### config.mk
export PLATFORM = sky130hd
export DESIGN_NAME = pipeline_hazard_ctrl
export DESIGN_NICKNAME = d
export VERILOG_FILES = /design/src/rtl/pipeline_hazard_ctrl.sv
export SDC_FILE = /design/constraint.sdc
export NUM_CORES = 1
export LEC_CHECK = 0
export CAP_MARGIN = 0
export CORE_MARGIN = 5
export CORE_UTILIZATION = 30
export DETAILED_ROUTE_END_ITERATION = 7
export GPL_TIMING_DRIVEN = 0
export PLACE_DENSITY = 0.51
export SYNTH_ARGS = -nofsm -noshare
export SYNTH_HDL_FRONTEND = slang
export SYNTH_SLANG_ARGS = --single-unit
### constraint.sdc
create_clock -name clk -period 3.38 [get_ports clk]
set_input_delay 0.338 -clock clk [delete_from_list [all_inputs] [get_ports clk]]
set_output_delay 0.338 -clock clk [all_outputs]
set_load 0.01 [all_outputs]
### src/rtl/pipeline_hazard_ctrl.sv
// Hazard/stall sequencer for a five-stage MIPS pipeline: load-use bubbles, redirect squash,
// data-memory freeze with sticky watchdog. Optional perf counters under HAZARD_PERF_EN.
module pipeline_hazard_ctrl #(
    parameter int FLUSH_CYCLES = 1,
    parameter int MEM_TIMEOUT  = 64
) (
    input  logic        clk,
    input  logic        rst_n,
    input  logic [4:0]  id_rs,
    input  logic [4:0]  id_rt,
    input  logic        id_uses_rt,
    input  logic        ex_MemRead,
    input  logic [4:0]  ex_rt,
    input  logic        ex_Jump,
    input  logic        mem_branch_taken,
    input  logic        mem_ready,
    output logic        pc_write,
    output logic        pc_redirect,
    output logic        ifid_write,
    output logic        ifid_flush,
    output logic        idex_write,
    output logic        idex_flush,
    output logic        exmem_write,
    output logic        exmem_flush,
    output logic        mem_timeout
`ifdef HAZARD_PERF_EN
    ,
    output logic [15:0] stall_count,
    output logic [15:0] flush_count
`endif
);

    typedef enum logic [1:0] {INIT, RUN, FLUSH, MEM_WAIT} state_t;

    localparam logic [2:0] FCNT_LOAD  = 3'(FLUSH_CYCLES - 1);
    localparam bit         MULTI      = (FLUSH_CYCLES > 1);
    localparam logic [7:0] TIMEOUT_W  = 8'(MEM_TIMEOUT);

    state_t     state, state_nxt;
    logic [2:0] fcnt, fcnt_nxt;
    logic [7:0] wcnt, wcnt_nxt;
    logic       redirect, load_use;

    assign redirect = ex_Jump | mem_branch_taken;
    assign load_use = ex_MemRead && (ex_rt != 5'd0) &&
                      ((ex_rt == id_rs) || (id_uses_rt && (ex_rt == id_rt)));

    always_ff @(posedge clk or negedge rst_n) begin
        if (!rst_n) begin
            state       <= INIT;
            fcnt        <= '0;
            wcnt        <= '0;
            mem_timeout <= 1'b0;
        end else begin
            state <= state_nxt;
            fcnt  <= fcnt_nxt;
            wcnt  <= wcnt_nxt;
            // wcnt_nxt is zero outside a stall and MEM_TIMEOUT >= 2, so only a real wait can match
            if (wcnt_nxt == TIMEOUT_W)
                mem_timeout <= 1'b1;
        end
    end

    always_comb begin
        state_nxt = state;
        fcnt_nxt  = fcnt;
        wcnt_nxt  = wcnt;
        case (state)
            INIT: state_nxt = RUN;
            RUN, FLUSH: begin
                if (!mem_ready) begin
                    state_nxt = MEM_WAIT;
                    wcnt_nxt  = 8'd1;
                end else if (redirect) begin
                    state_nxt = MULTI ? FLUSH : RUN;
                    fcnt_nxt  = MULTI ? FCNT_LOAD : 3'd0;
                end else if (state == FLUSH) begin
                    if (fcnt <= 3'd1) begin
                        state_nxt = RUN;
                        fcnt_nxt  = 3'd0;
                    end else begin
                        fcnt_nxt = fcnt - 3'd1;
                    end
                end
            end
            MEM_WAIT: begin
                if (!mem_ready) begin
                    wcnt_nxt = (wcnt == 8'hFF) ? wcnt : wcnt + 8'd1;
                end else begin
                    wcnt_nxt = 8'd0;
                    if (redirect) begin
                        state_nxt = MULTI ? FLUSH : RUN;
                        fcnt_nxt  = MULTI ? FCNT_LOAD : 3'd0;
                    end else begin
                        // resume an interrupted squash window
                        state_nxt = (fcnt != 3'd0) ? FLUSH : RUN;
                    end
                end
            end
            default: state_nxt = INIT;
        endcase
    end

    always_comb begin
        pc_write    = 1'b0;
        pc_redirect = 1'b0;
        ifid_write  = 1'b0;
        ifid_flush  = 1'b0;
        idex_write  = 1'b0;
        idex_flush  = 1'b0;
        exmem_write = 1'b0;
        exmem_flush = 1'b0;
        if (state == INIT) begin
            ifid_flush  = 1'b1;
            idex_flush  = 1'b1;
            exmem_flush = 1'b1;
        end else if (mem_ready) begin
            pc_write    = 1'b1;
            ifid_write  = 1'b1;
            idex_write  = 1'b1;
            exmem_write = 1'b1;
            if (redirect) begin
                pc_redirect = 1'b1;
                ifid_flush  = 1'b1;
                idex_flush  = 1'b1;
                exmem_flush = mem_branch_taken;
            end else if (load_use) begin
                pc_write   = 1'b0;
                ifid_write = 1'b0;
                idex_flush = 1'b1;
            end
            if (state == FLUSH)
                ifid_flush = 1'b1;
        end
    end

`ifdef HAZARD_PERF_EN
    logic stall_ev, flush_ev;
    assign stall_ev = (state != INIT) && (!mem_ready || (!redirect && load_use));
    assign flush_ev = (state != INIT) && mem_ready && redirect;

    always_ff @(posedge clk or negedge rst_n) begin
        if (!rst_n) begin
            stall_count <= '0;
            flush_count <= '0;
        end else begin
            if (stall_ev && stall_count != 16'hFFFF)
                stall_count <= stall_count + 16'd1;
            if (flush_ev && flush_count != 16'hFFFF)
                flush_count <= flush_count + 16'd1;
        end
    end
`endif

endmodule
==> flow_summary_export.csv <==
group,metric,value,unit
outcome,outcome,"complete, no violations",
placed_design,dp.cells,217,
floorplan,die_area,5480,um^2
logic_synthesis,synth_edf_count,0,
routing,routed_wl,3120,um
pwr,swShare,0.380,
pwr,leakagePower,0.000672,uW
setup_path,worstPathArrival,2.36,ns
timing,hold_viol,0,
global_route,grt_max_degree,15,
pwr,ir_drop,0.244,mV
logic_synthesis,ys_types,47,
setup_path,worstSetupStartpoint,"ex_rt[1]",
setup_path,slowest_stage,"or4_1",
setup_path,crit_fanout,3,
logic_synthesis,synth_ff_type,"dfrtp_1",
clock_tree,cts_buffers,3,
floorplan,io_pins,31,
global_route,grt_pass1_vias,1189,
pwr,power.density,472,nW/um^2
clock_tree,post_cts.repair.setup_buffers,0,
timing,max_clock_freq,0.371,GHz
cells_and_area,instances_no_fill,220,
placed_design,hpwlAfterDp,2510,um
flow_run,drv_cap,0,
clock_tree,worstSkewPairLatency,0.24,ns
global_route,overflow,0,
routing,firstDrtPassIters,4,
cells_and_area,area.growth.synth_to_final,32.9,%
setup_path,regToRegStartpoint,"state[0]$_DFFE_PN0P_",
floorplan,die_h,74.0,um
logic_synthesis,netlist_instances,137,
clock_tree,post_cts_resized,0,
clock_tree,cts_buffer_depth,2,
timing,holdWs,0.481,ns
setup_path,slowest_delay,0.55,ns
clock_tree,htreeDepth,1,
pwr,p_clk_frac,0.168,
routing,ant_nets,0,
pwr,comb_power_share,0.549,
setup_path,critPathRequiredTime,3.04,ns
placed_design,dpl_cell_area,1590,um^2
timing,maxSlewHeadroom,0.590,
timing,slew_violations,0,
routing,drc_errors,0,
global_route,grt_pass1_wl,5500,um
timing,fin_worst_skew,0.00197,ns
cells_and_area,num-nets-final,202,
cells_and_area,n_antenna_cell,0,
floorplan,coreArea,3970,um^2
logic_synthesis,yosys_warnings,0,
setup_path,crit_path_end_kind,"output port",
pwr,p_sw,293,uW
clock_tree,clk_pin_slew_worst_paths,0.05,ns
routing,wire_per_inst,14.2,um
setup_path,crit_chain,"clkdlybuf4s50_1 -> or4_1 -> o21ai_1 -> o41a_1 -> buf_4 -> clkdlybuf4s50_1",
timing,min_period_over_period,0.797,
global_route,antenna_found_initial,0,
floorplan,initial_core_util,0.309,
cells_and_area,final_area,1630,um^2
clock_tree,cts-hold-fix-buffers,0,
cells_and_area,drive_gt1_frac,0.0882,
clock_tree,cts_tree,"yes",
logic_synthesis,synth.yosys.seq_area_share,0.285,
timing,tightest_slew,0.614,ns
placed_design,io_buffers,30,
timing,setup_viol,0,
routing,viasPerCell,5.34,
routing,drt_iter0_drc,29,
global_route,grt_usage,0.124,
logic_synthesis,synthArstFlopShare,1.00,
logic_synthesis,syn_nets,167,
floorplan,dieWidth,74.0,um
clock_tree,clkSinkCount,14,
routing,vias,1175,
logic_synthesis,synth_seq_cells,14,
setup_path,crit_type,"in2out",
timing,fin_setup_tns,0,ns
pwr,seq_power_share,0.283,
min_path,hp-class,"in2async",
logic_synthesis,synth_area,1230,um^2
timing,finalCriticalPeriod,2.69,ns
placed_design,place_congestion,0.841,
clock_tree,root_buffer,"clkbuf_8",
floorplan,row_count,23,
setup_path,worstSetupStartpointType,"primary input",
pwr,p_int,478,uW
timing,rsz0062_at_grt,"false",
logic_synthesis,synthesis.area_per_instance,8.97,um^2
setup_path,timing.critical_path.mode_cell,"clkdlybuf4s50_1",
-- cell families (layout without fill, tap and decap cells) --
kind of cell	after synthesis	after routing	synth area share
adders and majority gates	8	8	0.0815
and+or+nand+nor	42	42	0.202
buffers and inverters	16	49	0.0682
DFF	14	14	0.285
AOI/OAI and AO/OA	45	45	0.275
muxes	2	2	0.0173
xor gates and xnor gates	10	10	0.0713
-- synthesized netlist by cell type, types with 3 or more instances --
cell      number  share of area
nor2_1         7          0.021
o21ai_0        5          0.020
a41oi_1        3          0.021
nand2_1        5          0.015
xnor2_1       10          0.071
inv_1         10          0.031
o31ai_1        5          0.031
nand2b_1       5          0.025
a31oi_1        4          0.020
nand4_1        4          0.020
nand3_1        5          0.020
ha_1           8          0.081
a21o_1         3          0.018
dfrtp_1       14           0.29
buf_4          4          0.024
a21oi_1        4          0.016
-- path summary, 6_finish.rpt --
kind | to | slack (ns) | depth (start not counted)
max | pc_write | 0.69 | 6
min | wcnt[1]$_DFF_PN0_ | 0.48 | 1
max reg2reg | mem_timeout$_DFFE_PN0N_ | 1.28 | 7
min reg2reg | mem_timeout$_DFFE_PN0N_ | 0.48 | 1
max in group asynchronous | fcnt[1]$_DFFE_PN0P_ | 2.50 | 1
min in group clk | mem_timeout$_DFFE_PN0N_ | 0.48 | 1
-- power by group through the flow --
| stage | clock [uW] | sequential [uW] | combinational, uW |
|---|---|---|---|
| final | 129 | 218 | 424 |
| after global routing | 140 | 223 | 470 |
| after CTS | 135 | 217 | 429 |
| after detailed placement | 0 | 220 | 427 |
| after global placement | 0 | 219 | 420 |
| after floorplan | 0 | 212 | 285 |
-- flip-flops by register name, summed over array words and instances, names as in the netlist --
| signal | flops |
|---|---|
| wcnt | 8 |
| fcnt | 3 |
| state | 2 |
| mem_timeout | 1 |
-- layout make-up --
| cell class | instances | area [um^2] |
|---|---|---|
| inverters | 10 | 37.5 |
| flip-flops and latches | 14 | 350 |
| repair buffers | 30 | 300 |
| well taps | 50 | 62.6 |
| plain buffers | 6 | 46.3 |
| fillers | 407 | 2340 |
| multi-input cells | 107 | 795 |
| clock buffers | 3 | 41.3 |
-- cell usage in the layout, fill, tap and decap left out, types with 4 or more instances in the layout --
cell and count:
a21oi_1 4, a31oi_1 4, buf_4 4, clkdlybuf4s50_1 30, dfrtp_1 14, ha_1 8, inv_1 10, nand2_1 5
nand2b_1 5, nand3_1 5, nand4_1 4, nor2_1 7, o21ai_0 5, o31ai_1 5, xnor2_1 10
-- metal layers --
| metal | share of wire | wire length [um] | track usage |
|---|---|---|---|
| met1 | 0.47 | 1470 | 0.165 |
| met2 | 0.44 | 1360 | 0.208 |
| met3 | 0.080 | 249 | 0.0162 |
| met4 | 0.013 | 40 | 0.0423 |
| met5 | 0 | 0 | 0 |
-- critical path: cells and delay by family --
family	cells	cell delay (ns)
compound gates	2	0.36
buf+inv	3	1.11
simple gates	1	0.55
-- through the flow --
stage,total power [uW],worst slack (ns),utilization
4_1_cts,780,0.674,0.411
3_3_place_gp,640,0.686,0.401
5_1_grt,834,0.613,0.411
2_1_floorplan,497,1.52,-
3_5_place_dp,647,0.689,0.401
6_report,771,0.685,0.411
Note: power is estimated with default switching activity, not from simulation.
